`src/rtl/ahb_rsp_mux_n.sv`:
```
// ahb_rsp_mux_n: AHB data-phase response mux for NSLV slaves, with default slave and stall watchdog.
// Latency: zero added cycles while routing; unmapped, multi-hot or timed-out transfers get a 2-cycle ERROR.
// Backpressure: HREADYm follows the routed slave's HREADYOUT; it is held low during ERR1.
// Ports: HSEL/HTRANS are address-phase inputs; HRDATA_s/HREADY_s/HRESP_s are the packed slave
//        responses, with slave k in slice k. HRDATAm/HREADYm/HRESPm go to the master.
//        sel_err/tmo_err are sticky flags cleared by clr; tmo_slv is the last slave that timed out.
module ahb_rsp_mux_n #(
    parameter int NSLV    = 4,
    parameter int DW      = 32,
    parameter int TIMEOUT = 16
) (
    input  logic                 HCLK,
    input  logic                 HRESETn,
    input  logic [NSLV-1:0]      HSEL,
    input  logic [1:0]           HTRANS,
    input  logic [NSLV*DW-1:0]   HRDATA_s,
    input  logic [NSLV-1:0]      HREADY_s,
    input  logic [2*NSLV-1:0]    HRESP_s,
    input  logic                 clr,
    output logic [DW-1:0]        HRDATAm,
    output logic                 HREADYm,
    output logic [1:0]           HRESPm,
    output logic                 sel_err,
    output logic                 tmo_err,
    output logic [3:0]           tmo_slv
);

    // A zero TIMEOUT still gets a 1-bit counter so that no declaration has zero width.
    localparam int            CW       = (TIMEOUT > 0) ? $clog2(TIMEOUT + 1) : 1;
    localparam int            LAST_I   = (TIMEOUT > 0) ? TIMEOUT - 1 : 0;
    localparam logic [CW-1:0] CNT_LAST = CW'(LAST_I);
    localparam logic [CW-1:0] CNT_MAX  = '1;
    localparam bit            WD_EN    = (TIMEOUT > 0);

    typedef enum logic [1:0] {S_IDLE, S_ROUTE, S_ERR1, S_ERR2} state_t;

    state_t          state;
    state_t          state_nxt;
    state_t          cap_state;
    logic [NSLV-1:0] dsel;
    logic            dact;
    logic [CW-1:0]   cnt;

    logic [DW-1:0]   rt_dat;
    logic            rt_rdy;
    logic [1:0]      rt_resp;
    logic [3:0]      rt_idx;
    logic            sel_multi;
    logic            sel_one;
    logic            in_route;
    logic            tmo_fire;

    // HTRANS[0] only separates NONSEQ from SEQ, which makes no difference to the response path.
    logic            unused_htrans0;
    assign unused_htrans0 = HTRANS[0];

    // dsel is one-hot whenever the FSM is in ROUTE, so an AND-OR mux is enough. The same loop
    // encodes the slave index for tmo_slv.
    always_comb begin
        rt_dat  = '0;
        rt_rdy  = 1'b0;
        rt_resp = 2'b00;
        rt_idx  = 4'd0;
        for (int k = 0; k < NSLV; k++) begin
            if (dsel[k]) begin
                rt_dat  = rt_dat  | HRDATA_s[k*DW +: DW];
                rt_rdy  = rt_rdy  | HREADY_s[k];
                rt_resp = rt_resp | HRESP_s[2*k +: 2];
                rt_idx  = rt_idx  | 4'(k);
            end
        end
    end

    // Clearing the lowest set bit leaves a non-zero value only when two or more bits are set.
    assign sel_multi = |(HSEL & (HSEL - NSLV'(1)));
    assign sel_one   = (|HSEL) && !sel_multi;

    assign in_route  = (state == S_ROUTE) && dact;
    assign tmo_fire  = WD_EN && in_route && !rt_rdy && (cnt == CNT_LAST);

    // Destination state for an address phase accepted at this edge.
    always_comb begin
        if (!HTRANS[1])
            cap_state = S_IDLE;
        else if (sel_one)
            cap_state = S_ROUTE;
        else
            cap_state = S_ERR1;
    end

    // FSM state register
    always_ff @(posedge HCLK or negedge HRESETn) begin
        if (!HRESETn)
            state <= S_IDLE;
        else
            state <= state_nxt;
    end

    // FSM next state
    always_comb begin
        state_nxt = state;
        unique case (state)
            S_IDLE, S_ERR2: state_nxt = cap_state;
            S_ROUTE: begin
                if (HREADYm)
                    state_nxt = cap_state;
                else if (tmo_fire)
                    state_nxt = S_ERR1;
            end
            S_ERR1:  state_nxt = S_ERR2;
            default: state_nxt = S_IDLE;
        endcase
    end

    // FSM outputs. ROUTE is purely combinational from the slave, including a slave's own ERROR.
    always_comb begin
        HRDATAm = '0;
        HREADYm = 1'b1;
        HRESPm  = 2'b00;
        unique case (state)
            S_ROUTE: begin
                if (dact) begin
                    HRDATAm = rt_dat;
                    HREADYm = rt_rdy;
                    HRESPm  = rt_resp;
                end
            end
            S_ERR1: begin
                HREADYm = 1'b0;
                HRESPm  = 2'b01;
            end
            S_ERR2:  HRESPm = 2'b01;
            default: ;
        endcase
    end

    // Address-phase capture, wait counter and sticky flags. A flag set beats clr in the same cycle.
    always_ff @(posedge HCLK or negedge HRESETn) begin
        if (!HRESETn) begin
            dsel    <= '0;
            dact    <= 1'b0;
            cnt     <= '0;
            sel_err <= 1'b0;
            tmo_err <= 1'b0;
            tmo_slv <= 4'd0;
        end else begin
            if (HREADYm) begin
                dsel <= HSEL;
                dact <= HTRANS[1];
                cnt  <= '0;
            end else if (in_route && !rt_rdy && (cnt != CNT_MAX)) begin
                // Saturate rather than wrap: with the watchdog off, a stuck slave must not
                // make the count roll over.
                cnt <= cnt + CW'(1);
            end

            if (HREADYm && HTRANS[1] && sel_multi)
                sel_err <= 1'b1;
            else if (clr)
                sel_err <= 1'b0;

            if (tmo_fire) begin
                tmo_err <= 1'b1;
                tmo_slv <= rt_idx;
            end else if (clr) begin
                tmo_err <= 1'b0;
            end
        end
    end

endmodule

```
`config.mk`:
```
export PLATFORM = sky130hd
export DESIGN_NAME = ahb_rsp_mux_n
export DESIGN_NICKNAME = d
export VERILOG_FILES = /design/src/rtl/ahb_rsp_mux_n.sv
export SDC_FILE = /design/constraint.sdc
export NUM_CORES = 1
export LEC_CHECK = 0
export BUFFER_PORTS_ARGS = -buffer_cell sky130_fd_sc_hd__buf_2
export CAP_MARGIN = 5
export CORE_AREA = 2 2 74 76
export DETAILED_ROUTE_END_ITERATION = 8
export DIE_AREA = 0 0 76 78
export GPL_TIMING_DRIVEN = 0
export PLACE_DENSITY_LB_ADDON = 0.08
export SLEW_MARGIN = 20
export SYNTH_ARGS = -nofsm -noshare
export SYNTH_HDL_FRONTEND = slang
export SYNTH_SLANG_ARGS = --single-unit
export TNS_END_PERCENT = 10
```
`constraint.sdc`:
```
create_clock -name HCLK -period 2.36 [get_ports HCLK]
set_input_delay 0.118 -clock HCLK [delete_from_list [all_inputs] [get_ports HCLK]]
set_output_delay 0.118 -clock HCLK [all_outputs]
set_load 0.1 [all_outputs]
```
==> reports/summary.txt <==
Count leader, synth - a22oi_1
Worst slack, placed - 215.8 ps
Clock transition at the registers of the reported paths - 60 ps
Final period util - 95.12%
Clock latency reported for the late side of the worst-skew pair - 250 ps
Clock share of power - 8.0%
HP Class - input port to register
PortBufs - 186
CP Capture Type - primary output
Inserted Clock Buffers - 3
Critical path required time - 2240 ps
Initial DRT Pass Iterations - 4
Die Y-Extent - 78 µm
Combinational power share - 80.0%
Syn Inst Count - 215
Static Leak - 1.556 nW
Switching part of the total power - 62.35%
Top post-synthesis cells by count - a22oi_1 (69), a21oi_1 (36), dfrtp_1 (16), clkbuf_1 (10), inv_1 (10)
Number of setup buffers added after CTS - 0
Remaining antenna violation count after routing - 0
Yosys top cell area share - 28.95%
NumNets Final - 564
WL/cell - 16.18 µm
Drt initial violations - 119
Total grt overflow - 0
Synth Area per Inst - 8.322 µm²
Clock buffer depth - 2
Critical path class - register to primary output
DRC - 0
Ys async rst share - 100.0%
Post-synth EDFFs - 0
Die width - 76 µm
Vias/cell - 5.298
Die area - 5928 µm²
Final setup vio count - 0
Post-Route WL - 7717 µm
Starting Density - 35.48%
Initial antenna violation count - 0
H-tree depth - 1
TritonCTS clock tree - yes
GP Congestion - 0.8591
FP Rows - 26
TNS Setup - 0 ps
Max_cap viols - 0
Worst setup margin - 115.2 ps
Synth Flop Type - dfrtp_1
Netlist Area Pre-Place - 1789 µm²
Diodes inserted - 0
Min Tclk post-route - 2245 ps
Maximum fanout along the worst path - 10
Ports - 190
Total internal power - 0.001169 W
Layout cell share with drive strength beyond 1 - 53.56%
Fin. Hold Viols - 0
Status - completed
Slew @ Worst Pin - 510.5 ps
Netlist cell types - 39
Core area - 5042 µm²
Final Power - 0.003105 W
Startpoint Class - register
Post-DP HPWL - 6330 µm
Pwr dens - 1048 nW/µm²
Global-route wire length before repair - 11730 µm
Worst slew margin - 66.20%
Max-slew violations - 0
Sink Count - 16
Yosys reg bits - 16
Pin count of the biggest net entering global routing - 17
Clk Tree Root Cell - clkbuf_8
Gr usage total - 24.54%
Clock Skew - 0.8214 ps
Warnings from Yosys - 0
Yosys top cell by area - a22oi_1
Fmax - 445.5 MHz
Reg power frac - 12.0%
Seq/Total Area, Yosys - 22.38%
Net Switching - 0.001936 W
Worst VDD drop - 0.6768 mV
Via count - 2527
Synth top area cells - a22oi_1 (29%), dfrtp_1 (22%), a21oi_1 (10%)
Vias in the first global route - 2314
RSZ-0062 raised after global routing - false
Layout area overhead - 65.66%
Crit path arrival time - 2130 ps
[stage by stage]
| stage | cells | area [µm²] | utilization (%) | hold slack (ps) |
|---|---|---|---|---|
| 3_5_place_dp | 472 | 2811 | 55.76 | 50.18 |
| 3_3_place_gp | 472 | 2811 | 55.76 | 53.28 |
| 6_report | 477 | 2964 | 58.78 | 52.88 |
| 4_1_cts | 477 | 2884 | 57.20 | 55.37 |
| 5_1_grt | 477 | 2964 | 58.78 | 50.41 |
| 2_1_floorplan | 216 | 1793 | - | -177.6 |
[worst paths after layout]
path,start,to,slack (ps),cells past startpoint
min in group asynchronous,HRESETn,tmo_err,310,2
setup / recovery,state[1],HRDATAm[4],120,7
setup reg to reg,cnt[0],state[0],420,6
hold / removal,clr,sel_err,50,2
max in group asynchronous,HRESETn,cnt[4],1780,2
hold reg to reg,tmo_slv[0],tmo_slv[0],470,2
[timing repair]
item | 4_1_cts | 5_1_grt
gates resized for setup | 3 | 35
hold buffers | 1 | 0
endpoints found under the hold margin | 16 | 0
endpoints found under the setup margin | 3 | 31
[sequential cells by signal (all words and copies together) (netlist names)]
name	count
cnt	5
dsel	4
state	2
tmo_slv	2
dact	1
sel_err	1
tmo_err	1
[power by group through the flow]
stage | registers, W | logic, W | clock network [W]
final | 0.000374 | 0.00248 | 0.000247
after global routing | 0.000382 | 0.00266 | 0.000271
after CTS | 0.000374 | 0.00243 | 0.000251
after detailed placement | 0.000380 | 0.00242 | 0
after global placement | 0.000378 | 0.00240 | 0
after floorplan | 0.000413 | 0.00188 | 0
[worst max-delay path, stage by stage (launching register included)]
cell and delay [ps]:
dfrtp_1 400, inv_1 100, ha_1 190, nand2_1 150
buf_2 230, clkbuf_2 210, a21oi_1 150, buf_2 440
[area by class of cell]
cell class                      count  area, µm²
Multi-Input combinational cell    168       1249
Inverter                           10      37.54
Clock buffer                        4      55.05
Sequential cell                    16      400.4
Buffer                             22      113.9
Timing Repair Buffer              187       1021
Fill cell                         487       2078
Tap cell                           70      87.58
[cells in the final DEF, fill, tap and decap left out, types with 2 or more instances in the layout]
master    instances
a22o_1            3
nor4_4            2
ha_1              7
inv_1            10
buf_4             6
o21ai_0           4
nor3_1            3
dfrtp_1          16
nor2_1            7
a21oi_1          36
clkbuf_1         10
buf_2           158
xnor2_1           2
mux2_2            5
a22oi_1          69
buf_6             3
a22oi_2           2
o21a_1            2
clkbuf_2          6
clkbuf_8          4
nor4_2            2
clkbuf_4         25
nand2_1           5
conb_1            2
[cell families after synthesis]
group / share of synthesized area [%]
buf+inv: 8.042
mux: 4.335
xor+xnor: 1.469
other cells: 0.2096
fa+ha+maj: 4.895
simple gates: 9.722
flops: 22.38
compound gates: 48.95
[layer usage]
metal	track usage (%)	routed length [µm]	vias to the layer above
met4	9.455	204	0
met1	30.75	3169	1152
met2	42.14	3830	125
met3	4.302	513	19
met5	0	0	-
li1	-	-	1231
No activity file was read; power rests on OpenSTA's default activity.
